`src/rtl/irq_ctrl.sv`:
```
// irq_ctrl: edge-triggered interrupt controller with per-source pending/overflow tracking
// and a single-level IDLE/SERVICE delivery FSM. Define IRQ_ROUND_ROBIN_EN for rotating arbitration.
module irq_ctrl #(
    parameter int unsigned NUM_SRC = 4,
    parameter int unsigned DATA_W  = 32,
    parameter int unsigned ID_W    = $clog2(NUM_SRC)
) (
    input  logic                      clk,
    input  logic                      rst_n,
    input  logic [NUM_SRC-1:0]        irq_req,
    input  logic [NUM_SRC*DATA_W-1:0] irq_src_data,
    input  logic [NUM_SRC-1:0]        irq_mask,
    input  logic                      stall_irq,
    input  logic                      irq_return,
    output logic                      irq_take,
    output logic [ID_W-1:0]           irq_id,
    output logic [DATA_W-1:0]         irq_rdata,
    output logic                      irq_active,
    output logic [NUM_SRC-1:0]        irq_pending,
    output logic [NUM_SRC-1:0]        irq_ovf
);

    typedef enum logic {
        IDLE    = 1'b0,
        SERVICE = 1'b1
    } state_e;

    state_e              state_q, state_d;
    logic [NUM_SRC-1:0]  req_q, req_d;
    logic                armed_q, armed_d;
    logic [NUM_SRC-1:0]  pend_q, pend_d;
    logic [NUM_SRC-1:0]  ovf_q, ovf_d;
    logic [DATA_W-1:0]   buf_q [NUM_SRC];
    logic [DATA_W-1:0]   buf_d [NUM_SRC];
    logic                take_q, take_d;
    logic                active_q, active_d;
    logic [ID_W-1:0]     id_q, id_d;
    logic [DATA_W-1:0]   rdata_q, rdata_d;

    logic [NUM_SRC-1:0]  elig;
    logic [ID_W-1:0]     grant_id;
    logic [NUM_SRC-1:0]  grant_oh;
    logic                deliver;
    logic [NUM_SRC-1:0]  rise;
    logic [NUM_SRC-1:0]  clr;
    logic [NUM_SRC-1:0]  keep;

    function automatic logic [ID_W-1:0] lowest_idx(input logic [NUM_SRC-1:0] v);
        logic [ID_W-1:0] idx;
        idx = '0;
        for (int i = int'(NUM_SRC) - 1; i >= 0; i--) begin
            if (v[i]) begin
                idx = ID_W'(i);
            end
        end
        return idx;
    endfunction

`ifdef IRQ_ROUND_ROBIN_EN
    logic [ID_W-1:0]     ptr_q, ptr_d;
    logic [NUM_SRC-1:0]  ge_ptr;

    // Rotating search: prefer eligible sources at or above the pointer, else wrap to the lowest.
    always_comb begin
        ge_ptr = '0;
        for (int i = 0; i < int'(NUM_SRC); i++) begin
            ge_ptr[i] = (ID_W'(i) >= ptr_q);
        end
        if (|(elig & ge_ptr)) begin
            grant_id = lowest_idx(elig & ge_ptr);
        end else begin
            grant_id = lowest_idx(elig);
        end
    end

    always_comb begin
        ptr_d = ptr_q;
        if (deliver) begin
            if (grant_id == ID_W'(NUM_SRC - 1)) begin
                ptr_d = '0;
            end else begin
                ptr_d = grant_id + ID_W'(1);
            end
        end
    end

    always_ff @(posedge clk or negedge rst_n) begin
        if (!rst_n) begin
            ptr_q <= '0;
        end else begin
            ptr_q <= ptr_d;
        end
    end
`else
    always_comb begin
        grant_id = lowest_idx(elig);
    end
`endif

    assign elig     = pend_q & irq_mask;
    assign deliver  = (state_q == IDLE) && (|elig) && !stall_irq;
    assign grant_oh = NUM_SRC'(1) << grant_id;

    // Edge detection is suppressed for the first cycle after reset so a held-high source is not seen as rising.
    always_comb begin
        armed_d = 1'b1;
        req_d   = irq_req;
        rise    = irq_req & ~req_q & {NUM_SRC{armed_q}};
    end

    // Pending/overflow/buffer update; a fresh edge on the source being delivered re-arms it (set wins).
    always_comb begin
        clr    = deliver ? grant_oh : '0;
        keep   = pend_q & ~clr;
        pend_d = keep | rise;
        ovf_d  = ovf_q | (rise & keep);
        buf_d  = buf_q;
        for (int i = 0; i < int'(NUM_SRC); i++) begin
            if (rise[i] && !keep[i]) begin
                buf_d[i] = irq_src_data[i*DATA_W +: DATA_W];
            end
        end
    end

    // Delivery FSM: next state and registered outputs.
    always_comb begin
        state_d = state_q;
        take_d  = 1'b0;
        id_d    = id_q;
        rdata_d = rdata_q;
        case (state_q)
            IDLE: begin
                if (deliver) begin
                    take_d  = 1'b1;
                    id_d    = grant_id;
                    rdata_d = buf_q[grant_id];
                    state_d = SERVICE;
                end
            end
            SERVICE: begin
                if (irq_return) begin
                    state_d = IDLE;
                end
            end
            default: begin
                state_d = IDLE;
            end
        endcase
        active_d = (state_d == SERVICE);
    end

    always_ff @(posedge clk or negedge rst_n) begin
        if (!rst_n) begin
            state_q  <= IDLE;
            req_q    <= '0;
            armed_q  <= 1'b0;
            pend_q   <= '0;
            ovf_q    <= '0;
            take_q   <= 1'b0;
            active_q <= 1'b0;
            id_q     <= '0;
            rdata_q  <= '0;
            for (int i = 0; i < int'(NUM_SRC); i++) begin
                buf_q[i] <= '0;
            end
        end else begin
            state_q  <= state_d;
            req_q    <= req_d;
            armed_q  <= armed_d;
            pend_q   <= pend_d;
            ovf_q    <= ovf_d;
            take_q   <= take_d;
            active_q <= active_d;
            id_q     <= id_d;
            rdata_q  <= rdata_d;
            for (int i = 0; i < int'(NUM_SRC); i++) begin
                buf_q[i] <= buf_d[i];
            end
        end
    end

    assign irq_take    = take_q;
    assign irq_id      = id_q;
    assign irq_rdata   = rdata_q;
    assign irq_active  = active_q;
    assign irq_pending = pend_q;
    assign irq_ovf     = ovf_q;

endmodule
```
`config.mk`:
```
export PLATFORM = sky130hd
export DESIGN_NAME = irq_ctrl
export DESIGN_NICKNAME = d
export VERILOG_FILES = /design/src/rtl/irq_ctrl.sv
export SDC_FILE = /design/constraint.sdc
export NUM_CORES = 1
export LEC_CHECK = 0
export ABC_AREA = 1
export CAP_MARGIN = 10
export CORE_MARGIN = 2
export CORE_UTILIZATION = 25
export CTS_CLUSTER_SIZE = 8
export DETAILED_ROUTE_END_ITERATION = 16
export PLACE_DENSITY = 0.43
export SLEW_MARGIN = 20
export SYNTH_ARGS = -nofsm -noshare
export SYNTH_HDL_FRONTEND = slang
export SYNTH_SLANG_ARGS = --single-unit
```
`constraint.sdc`:
```
create_clock -name clk -period 2.2 [get_ports clk]
set_clock_uncertainty 0.15 [all_clocks]
set_input_delay 0.55 -clock clk [delete_from_list [all_inputs] [get_ports clk]]
set_output_delay 0.55 -clock clk [all_outputs]
set_load 0.005 [all_outputs]
```
# After elaboration in Yosys (flattened, before gate mapping)
# Index checks and enable logic that the tools add are counted.
op_classes:
  shift: 1
  n_mux: 12
  eq_ne: 0
  bitwise_logic: 11
  div: 0
  add_sub_neg: 0
  mul: 0
  n_lt_le_gt_ge: 1
  reduce_logical: 13
ops:
  columns: ["op", "n"]
  rows:
  - ["$bmux W32 S2", 1]
  - ["$mux W32", 2]
  - ["$and A4 B4 Y4", 5]
  - ["$mux W2", 4]
  - ["$not A4 Y4", 2]
  - ["$or A4 B4 Y4", 2]
  - ["$logic_and A1 B1 Y1", 6]
  - ["$logic_not A1 Y1", 5]
  - ["$mux W4", 1]
  - ["$reduce_or A4 Y1", 1]
  - ["$shl A1 B2 Y4 const A", 1]
  - ["$ge A3 B3 Y1 const B", 1]
  - ["$mux W1", 3]
  - ["$not A2 Y3", 1]
  - ["$pmux W1 S2", 1]
  - ["$reduce_and A2 Y1", 1]
  - ["$not A1 Y1", 1]
totals:
  memories: 0
  rom_bits: 0
  register_bits: 177
  ramBits: 0
  latch_bits: 0
  word_cells: 50

# Logic depth before layout (Yosys ltp)
logic_depth:
  word_depth: 11
  ltp_mapped: 11

# Worst setup path before layout
# Ideal clock, no wire load.
synth_timing:
  kind: "input to register"
  start: "in irq_mask[1]"
  end: "reg rdata_q[11], in the netlist irq_rdata[11]"
  arrival_time_ps: 1471
  t_required_ps: 1926
  stages: 8
  path_slack_ps: 455
  setup_ps: 124
  path_cell_list: "nand2_1 nand2_4 o21ai_2 inv_2 buf_2 buf_2 nand2_1 nand2_1"
synth_between:
  elab_chain_cells: 7
  word_cells_on_any_way: 11
  classes_between: "5 x mux; 2 x bitwise; 4 x reduce/logical"
synth_rtl:
  columns: ["element", "line_no", "source"]
  rows:
  - ["start, declared", "12", "input logic [NUM_SRC-1:0] irq_mask,"]
  - ["$and A4 B4 Y4 *", "100", "assign elig = pend_q & irq_mask;"]
  - ["$mux W2 (2 in series)", "52", "if (v[i]) begin"]
  - ["$not A2 Y3 (not written as such)", "136", "rdata_d = buf_q[grant_id];"]
  - ["$bmux W32 S2", "136", null]
  - ["$mux W32 (not written as such) (2 in series)", "136", null]
  - ["end signal, assigned", "175", "rdata_q <= rdata_d;"]
  - ["end, declared", "38", "logic [DATA_W-1:0] rdata_q, rdata_d;"]
# Mark *: on every way between the ends. The rest lies on a longest branch, timed or not. The select of a mux whose other input is x is not followed.
# A chain may end at the register's enable or synchronous reset.

# Worst setup path after layout
layout_timing:
  start: "reg pend_q[3], in the netlist irq_pending[3]"
  end: "out irq_pending[3]"
layout_rtl:
  columns: ["element", "line_no", "source"]
  rows:
  - ["start, declared", "31", "logic [NUM_SRC-1:0] pend_q, pend_d;"]
  - ["start signal, assigned", "170", "pend_q <= pend_d;"]
  - ["end, declared", "19", "output logic [NUM_SRC-1:0] irq_pending,"]
# No word-level cell between the ends.

==> run metrics <==
number of top-level pins 184; deepest clock path buffer count 2; Highest Clock Rate 471 MHz; critical path data arrival time 1.42 ns; routability-driven placement congestion ratio slightly above 0.8; Setup Slack @ Placement -0.180 ns; Die Outline Area about 34000 sq um; Die Wd about 180 microns; top cell family by delay on the critical path buffers and inverters; CP Max Fanout 3; Total Nets Final around 1400; mean instance size in the synthesized netlist 8.04 sq um; global-route wire length before repair 43.6 mm; critical path, cell by cell clkdlybuf4s50_1; distinct cell type count after synthesis 24; Ant. Diodes 0; area inside the core boundary 31600 sq um; root buffer cell clkbuf_16; number of global-route vias before repair approximately 7400; Final Hold Violating Endpoints 0; cell type of the slowest stage on the worst timing path clkdlybuf4s50_1; FFs w/ async S/R, synth 100%; number of nets with antenna violations after routing 0; worst ir drop on vdd 540 uV; sequential-to-total area share from yosys stat 54.9%; Iter 0 DRT Violations 471; setup repair after global routing missed its margin false; total setup violations reported at the end of the flow 0; overall power consumption ~13 mW; vias per std cell 4.32; count of TritonRoute iterations in the first routing pass 5; number of storage elements in the synthesis netlist 177; cell type with the largest total area after synthesis dfrtp_1; time the final worst path needs with I/O delays and setup 2.12 ns; half-perimeter wire length after detailed placement 21.1 mm; post-layout util 36.1%; class of the most critical setup path flip-flop to primary output; number of enable-type register cells in the synthesized netlist 0; final cycle utilization of the critical path between 90% and 100%; Die Y-Extent 184 microns; fraction of layout instances using a drive strength above 1 9.38%; sort of element at the end of the critical path primary output; delay of the slowest cell on the worst path 0.56 ns; Setup TNS Final 0 ns; layout-stage area growth over the synthesis result 41.6%; total wirelength of the detailed-routed design 28.1 mm; final setup slack of the worst path roughly 0.076 ns; clock latency on the worst-skew pair 0.43 ns; hold crit path type flip-flop to flip-flop; Overflow after GRT 0; clock tree from TritonCTS done; Cell Rows 65; maximum number of pins on one net before global-route repair 48; Yosys warnings 0; Mapped Nets between 1000 and 1500; dominant cells by area after synthesis dfrtp_1, nand2_1, nand3_1, nor2_1, inv_1; effective utilization at floorplan 25.5%; sum of buffers and inverters on the critical path 1; most instantiated library cell after synthesis nand2_1; total leakage power 5.66 nW; power density relative to cell area ~1200 nW/um^2; clock buffer count from CTS 17; antenna violations before repair 0; crit path launch type flip-flop; run status finished clean; clock input transition at the sequential cells of the worst setup and hold paths 0.07 ns; DRC viols 0; count of mapped cells out of synthesis 1003; share of the synthesized area in the top cell type 54.9%; count of maximum capacitance violations 0; H-tree depth 4; total routing resource utilization after global routing 17.3%; most frequent cells after synthesis nand2_1, nand3_1, dfrtp_1; required time at the worst-slack endpoint roughly 1.5 ns; primary flip-flop cell chosen by synthesis mapping dfrtp_1; Buffers on Ports 183; WL per Instance about 17 microns; number of max-slew violations in the final report 0; number of sinks handled by clock tree synthesis 177; routed vias approximately 7000; netlist area before placement 8070 sq um
## flip-flops by register name (all words and copies together) (netlist names)
signal and cells:
irq_take 1, irq_id 2, irq_ovf 4, irq_rdata 32
irq_pending 4, armed_q 1, buf_q 128, irq_active 1
req_q 4
## layout make-up
| cell class | instances | area [sq um] |
|---|---|---|
| clock buffers | 19 | 433 |
| flip-flops and latches | 177 | 4430 |
| inverters | 78 | 293 |
| multi-input cells | 694 | 3050 |
| repair buffers | 245 | 2580 |
| fillers | 3277 | 20200 |
| well taps | 402 | 503 |
| clock inverters | 13 | 129 |
## power breakdown
part / total, mW / switching [mW] / internal (mW)
Clock: 2.98 / 1.39 / 1.59
Sequential: 5.61 / 0.846 / 4.77
Combinational: 4.83 / 2.57 / 2.26
Total: 13.4 / 4.81 / 8.62
## final timing paths
| path | start | end | slack, ns | cells past startpoint |
|---|---|---|---|---|
| max in group asynchronous | rst_n | buf_q[64] | 0.82 | 3 |
| min in group asynchronous | rst_n | armed_q | 0.45 | 2 |
| max reg2reg | irq_pending[3] | buf_q[13] | 0.39 | 9 |
| max | irq_pending[3] | irq_pending[3] | 0.08 | 1 |
| min reg2reg | buf_q[115] | buf_q[115] | 0.32 | 2 |
| min | buf_q[115] | buf_q[115] | 0.32 | 2 |
## logic make-up (layout without fill, tap and decap cells)
family / after synthesis / count (layout) / share of synthesized area [%]
and+or+nand+nor: 652 / 652 / 34.8
DFF: 177 / 177 / 54.9
AOI/OAI and AO/OA: 41 / 41 / 2.84
buffers and inverters: 132 / 355 / 7.38
other: 1 / 1 / 0.0465
## per-layer routing
metal  global-route usage, %  routed length, microns  up-vias
met2                    26.6                   12600      135
met5                       0                       0        -
li1                        -                       -     3567
met3                    2.93                     906       17
met1                    25.2                   14200     3311
met4                    4.19                     389        0
## layout by cell type (no fill, tap or decap)
cell type / Yosys / final
bufinv_16: 0 / 1
a22oi_1: 4 / 4
nand2_1: 347 / 347
clkbuf_16: 0 / 17
nor3_4: 0 / 1
inv_8: 0 / 2
buf_4: 5 / 39
conb_1: 1 / 1
nand2_2: 6 / 6
nor2_1: 90 / 88
clkdlybuf4s50_1: 0 / 182
a21oi_1: 26 / 26
nand3_1: 181 / 181
nand2_4: 4 / 4
clkinv_4: 0 / 4
o21bai_1: 4 / 4
nand4_4: 1 / 1
inv_6: 0 / 3
or2_0: 17 / 17
o21ai_0: 6 / 6
clkinv_2: 0 / 3
nor2_4: 2 / 2
nand3b_1: 1 / 1
buf_12: 0 / 22
inv_2: 3 / 3
clkbuf_8: 0 / 1
inv_1: 75 / 75
dfrtp_1: 177 / 176
dfrtp_2: 0 / 1
o21ai_2: 1 / 1
dlygate4sd3_1: 0 / 1
clkbuf_1: 9 / 2
nor2_2: 2 / 4
## stage by stage
| step | instance area [sq um] | hold WS, ns | std cells |
|---|---|---|---|
| 2_1_floorplan | 8070 | 0.104 | 1003 |
| 3_3_place_gp | 10800 | 0.304 | 1595 |
| 3_5_place_dp | 10800 | 0.309 | 1595 |
| 4_1_cts | 11400 | 0.326 | 1628 |
| 5_1_grt | 11400 | 0.344 | 1628 |
| 6_report | 11400 | 0.324 | 1628 |
## repair_timing
action                                  in CTS  in global routing
hold endpoints to repair                    31                  0
setup buffers                                0                  0
hold buffers                                 1                  0
gates resized for setup                      1                  0
endpoints found under the setup margin       1                  0
No activity file was read; power rests on OpenSTA's default activity.
==> RTL change 1 (same flow settings) <==
The option `IRQ_ROUND_ROBIN_EN` is turned on by a define.
--- a/src/rtl/irq_ctrl.sv
+++ b/src/rtl/irq_ctrl.sv
@@ -1,5 +1,7 @@
 // irq_ctrl: edge-triggered interrupt controller with per-source pending/overflow tracking
 // and a single-level IDLE/SERVICE delivery FSM. Define IRQ_ROUND_ROBIN_EN for rotating arbitration.
+`define IRQ_ROUND_ROBIN_EN
+
 module irq_ctrl #(
     parameter int unsigned NUM_SRC = 4,
     parameter int unsigned DATA_W  = 32,
Formal check against the unedited RTL: not equivalent (Yosys sat finds a counterexample within 10 cycles, from zero or initial values and one cycle with rst_n low).
==> RTL change 1 against the original RTL <==
- wire length decreased by 3.3%
- total power up 14%
- worst hold slack got worse by 8.5 ps
- final area grew 4.3%
- sequential cell count increased by 2
- die area decreased by 0.45%
- synthesized cell count is 2.1% lower
- area after synthesis down 0.47%
- setup slack got worse by 34 ps
- utilization up 1.6 points
==> RTL change 1: results (changes against the original RTL) <==
syn nets 1123 (-1.7%); met3 wire len 893 um (-1.4%); first-pass GRT wire length 41.2 mm (-5.4%); gpl congestion 0.762 (-7.4%); Compound-Gate Fraction of Synth Area 4.08% (+1.2 points); Mean Syn Cell Area 8.18 um2 (+1.7%); vias in the first global route 6980 (-5.1%); post-synthesis adder-cell area fraction 0.156% (+0.16 points); wire length on met1 13.7 mm (-3.3%); Worst EP arrival 2360 ps (+940 ps); vias per cell 4.35 (+0.72%); met2 WL 12.3 mm (-2.3%); top post-synthesis cells by count 365 x nand2_1, 179 x dfrtp_1, 156 x nand3_1, 87 x inv_1, 39 x a21oi_1; register area share after synthesis 55.8% (+0.88 points); peak supply drop 559 uV (+3.5%); number of DRC markers in iteration 0 314 (-33%); Net Sw Frac 37.3% (+1.5 points); synth top area cells dfrtp_1 56%, nand2_1 17%, nand3_1 9.7%; status completed; initial antenna violation count 2 (+2); pin count of the biggest net entering global routing 65 (+35%); Layout Nets 1349 (-0.30%); Layout Cells excl Fill 1623 (-0.31%); share of layout cells above drive strength 1 13.9% (+4.6 points); GRT Total Usage 16.1% (-1.2 points); Critical Path Fanout Max 19 (+16)
[RTL change 1: worst paths after layout]
kind | startpoint | to | slack, ps | depth (start not counted)
setup / recovery | stall_irq | irq_rdata[2] | 40 | 8
hold / removal | buf_q[127] | buf_q[127] | 320 | 2
setup reg to reg | irq_pending[1] | buf_q[30] | 50 | 12
hold reg to reg | buf_q[127] | buf_q[127] | 320 | 2
max in group asynchronous | rst_n | irq_rdata[14] | 760 | 3
min in group asynchronous | rst_n | buf_q[66] | 460 | 2
[RTL change 1: layout make-up]
class | count | area, um2
Fill cell | 3264 | 19600
Clock buffer | 19 | 453
Antenna cell | 1 | 2.50
Timing Repair Buffer | 258 | 2760
Multi-Input combinational cell | 663 | 3200
Inverter | 89 | 337
Clock inverter | 12 | 169
Sequential cell | 179 | 4480
Tap cell | 402 | 503
[RTL change 1: worst max-delay path, stage by stage]
cell and delay (ps):
clkdlybuf4s50_1 400, or2_1 320, nor2_8 220, nand2_2 140
buf_4 200, nor2_8 270, nand2_1 140, nand4_1 120
[RTL change 1: kinds of logic (layout without fill, tap and decap cells)]
| group | count (synthesis) | after routing |
|---|---|---|
| other | 1 | 2 |
| and+or+nand+nor | 602 | 603 |
| buffers and inverters | 141 | 378 |
| DFF | 179 | 179 |
| AOI/OAI and AO/OA | 58 | 58 |
| adders and majority gates | 1 | 1 |
[RTL change 1: timing repair]
| item | in CTS | in global routing |
|---|---|---|
| setup endpoints to repair | 3 | 128 |
| resized for setup | 2 | 51 |
| cloned | 0 | 9 |
| pin swaps | 0 | 13 |
| setup buffers | 1 | 7 |
| endpoints found under the hold margin | 35 | 0 |
| hold buffers | 1 | 0 |
[RTL change 1: power by group through the flow]
stage	Clock [mW]	Sequential [mW]	Combinational (mW)
floorplan	0	5.44	3.31
global placement	0	5.65	6.04
detailed placement	0	5.62	6.09
CTS	3.39	5.57	6.12
global route	3.53	5.76	7.16
finish	3.31	5.58	6.37
[RTL change 1: per-layer routing]
| layer | GRT usage (%) | up-vias |
|---|---|---|
| met5 | 0 | - |
| li1 | - | 3555 |
| met1 | 24.2 | 3358 |
| met2 | 24.1 | 134 |
| met4 | 3.55 | 0 |
| met3 | 2.84 | 12 |
[RTL change 1: stage by stage]
| step | hold WS [ps] | worst slack, ps | utilization, % | area (um2) |
|---|---|---|---|---|
| 2_1_floorplan | 104 | 27.9 | - | 8100 |
| 3_3_place_gp | 303 | -415 | 34.3 | 10800 |
| 3_5_place_dp | 303 | -442 | 34.3 | 10800 |
| 4_1_cts | 322 | 21.9 | 36.4 | 11500 |
| 5_1_grt | 340 | -67.8 | 37.7 | 11900 |
| 6_report | 316 | 42.1 | 37.7 | 11900 |
==> RTL change 2 (config.mk and constraints unchanged) <==
Without the edit above. `rdata_q` no longer has a reset.
--- a/src/rtl/irq_ctrl.sv
+++ b/src/rtl/irq_ctrl.sv
@@ -159,7 +159,6 @@
             take_q   <= 1'b0;
             active_q <= 1'b0;
             id_q     <= '0;
-            rdata_q  <= '0;
             for (int i = 0; i < int'(NUM_SRC); i++) begin
                 buf_q[i] <= '0;
             end
@@ -172,11 +171,14 @@
             take_q   <= take_d;
             active_q <= active_d;
             id_q     <= id_d;
-            rdata_q  <= rdata_d;
             for (int i = 0; i < int'(NUM_SRC); i++) begin
                 buf_q[i] <= buf_d[i];
             end
         end
+    end
+
+    always_ff @(posedge clk) begin
+        rdata_q <= rdata_d;
     end
 
     assign irq_take    = take_q;
Formal check against the unedited RTL: differs if rst_n is asserted again (counterexample within 4 cycles, from zero or initial values and one cycle with rst_n low); with rst_n held inactive, the same outputs for 10 cycles.
==> RTL change 2 against the original RTL <==
- final area decreased by 3.4%
- wire length decreased by 4.6%
- area after synthesis decreased by 6.1%
- largest cell class unchanged
- fmax about the same
- total power up 1.5%
- sequential cell count is the same
- largest power group unchanged
- synthesized cell count down 17%
- global-route usage about the same
- critical endpoint is now irq_pending[0]
- first-iteration DRC count decreased by 7.4%
- combinational power fell by 2%
- worst hold slack got worse by 2.9 ps
- setup slack got worse by 2.1 ps
==> RTL change 2: results (changes against the original RTL) <==
GRT met1 Usage 23.9% (-1.3 points); Highest Signal Layer met5; FF+latch count 177 (unchanged); status completed; met2 usage 27.5% (+0.88 points); Multi-input gate area 0.00275 mm2 (-10%); Resized cells post-CTS 6 (+5); peak supply drop 536 uV (-0.80%); seq pwr 5.72 mW (+2%); NonClk Buf Share 23.2% (+0.58 points); first-pass GRT wire length 40.3 mm (-7.5%); top post-synthesis cells by count 368 x nand2_1, 162 x nand3_1, 145 x dfrtp_1, 32 x edfxtp_1, 32 x nand4_1; routed length per placed instance 18.4 um (+6.9%); #MultiIn Comb 595 (-14%); switching power of the nets 4.78 mW (-0.51%); met3 global-route usage 4.20% (+1.3 points); met2 WL 12.3 mm (-2.2%); reg2reg end irq_rdata[18]; Final clock-cell share 5.48% (+0.56 points); met3 wire len 1.75 mm (+93%); buffers outside the clock class 248 (+1.2%); gpl congestion 0.727 (-12%); GRT Total Usage 17.3% (+0.024 points); wire length on met1 12.4 mm (-13%); count of distinct cell types in the synthesized netlist 27 (+13%); Post-Syn Instances 833 (-17%); drt first pass iters 6 (+1); Layout Nets 1190 (-12%); share of layout cells above drive strength 1 12.0% (+2.6 points); total number of vias 6476 (-7.9%); Hold WS 322 ps (-2.86 ps); R2R Setup Slk 220 ps (-170 ps)
[RTL change 2: metrics by stage]
stage	cell area (um2)	setup TNS [ps]	utilization, %	setup slack [ps]
2_1_floorplan	7570	0	-	69.7
3_3_place_gp	10300	-53120	34.6	-502
3_5_place_dp	10300	-59240	34.6	-564
4_1_cts	10900	0	36.8	20.5
5_1_grt	11000	0	37.1	1.99
6_report	11000	0	37.1	73.9
[RTL change 2: worst max path at each step]
stage                           endpoint  cells after the start
after floorplan               buf_q[100]                     10
after global placement      irq_rdata[6]                      8
after detailed placement    irq_rdata[6]                      8
after CTS                      buf_q[91]                     11
after global routing           buf_q[18]                     11
final                     irq_pending[0]                      1
[RTL change 2: worst register-to-register path, delay by kind of cell (launching register included)]
family	cells	cell delay, ps
DFF	1	450
and+or+nand+nor	4	630
buffers and inverters	3	620
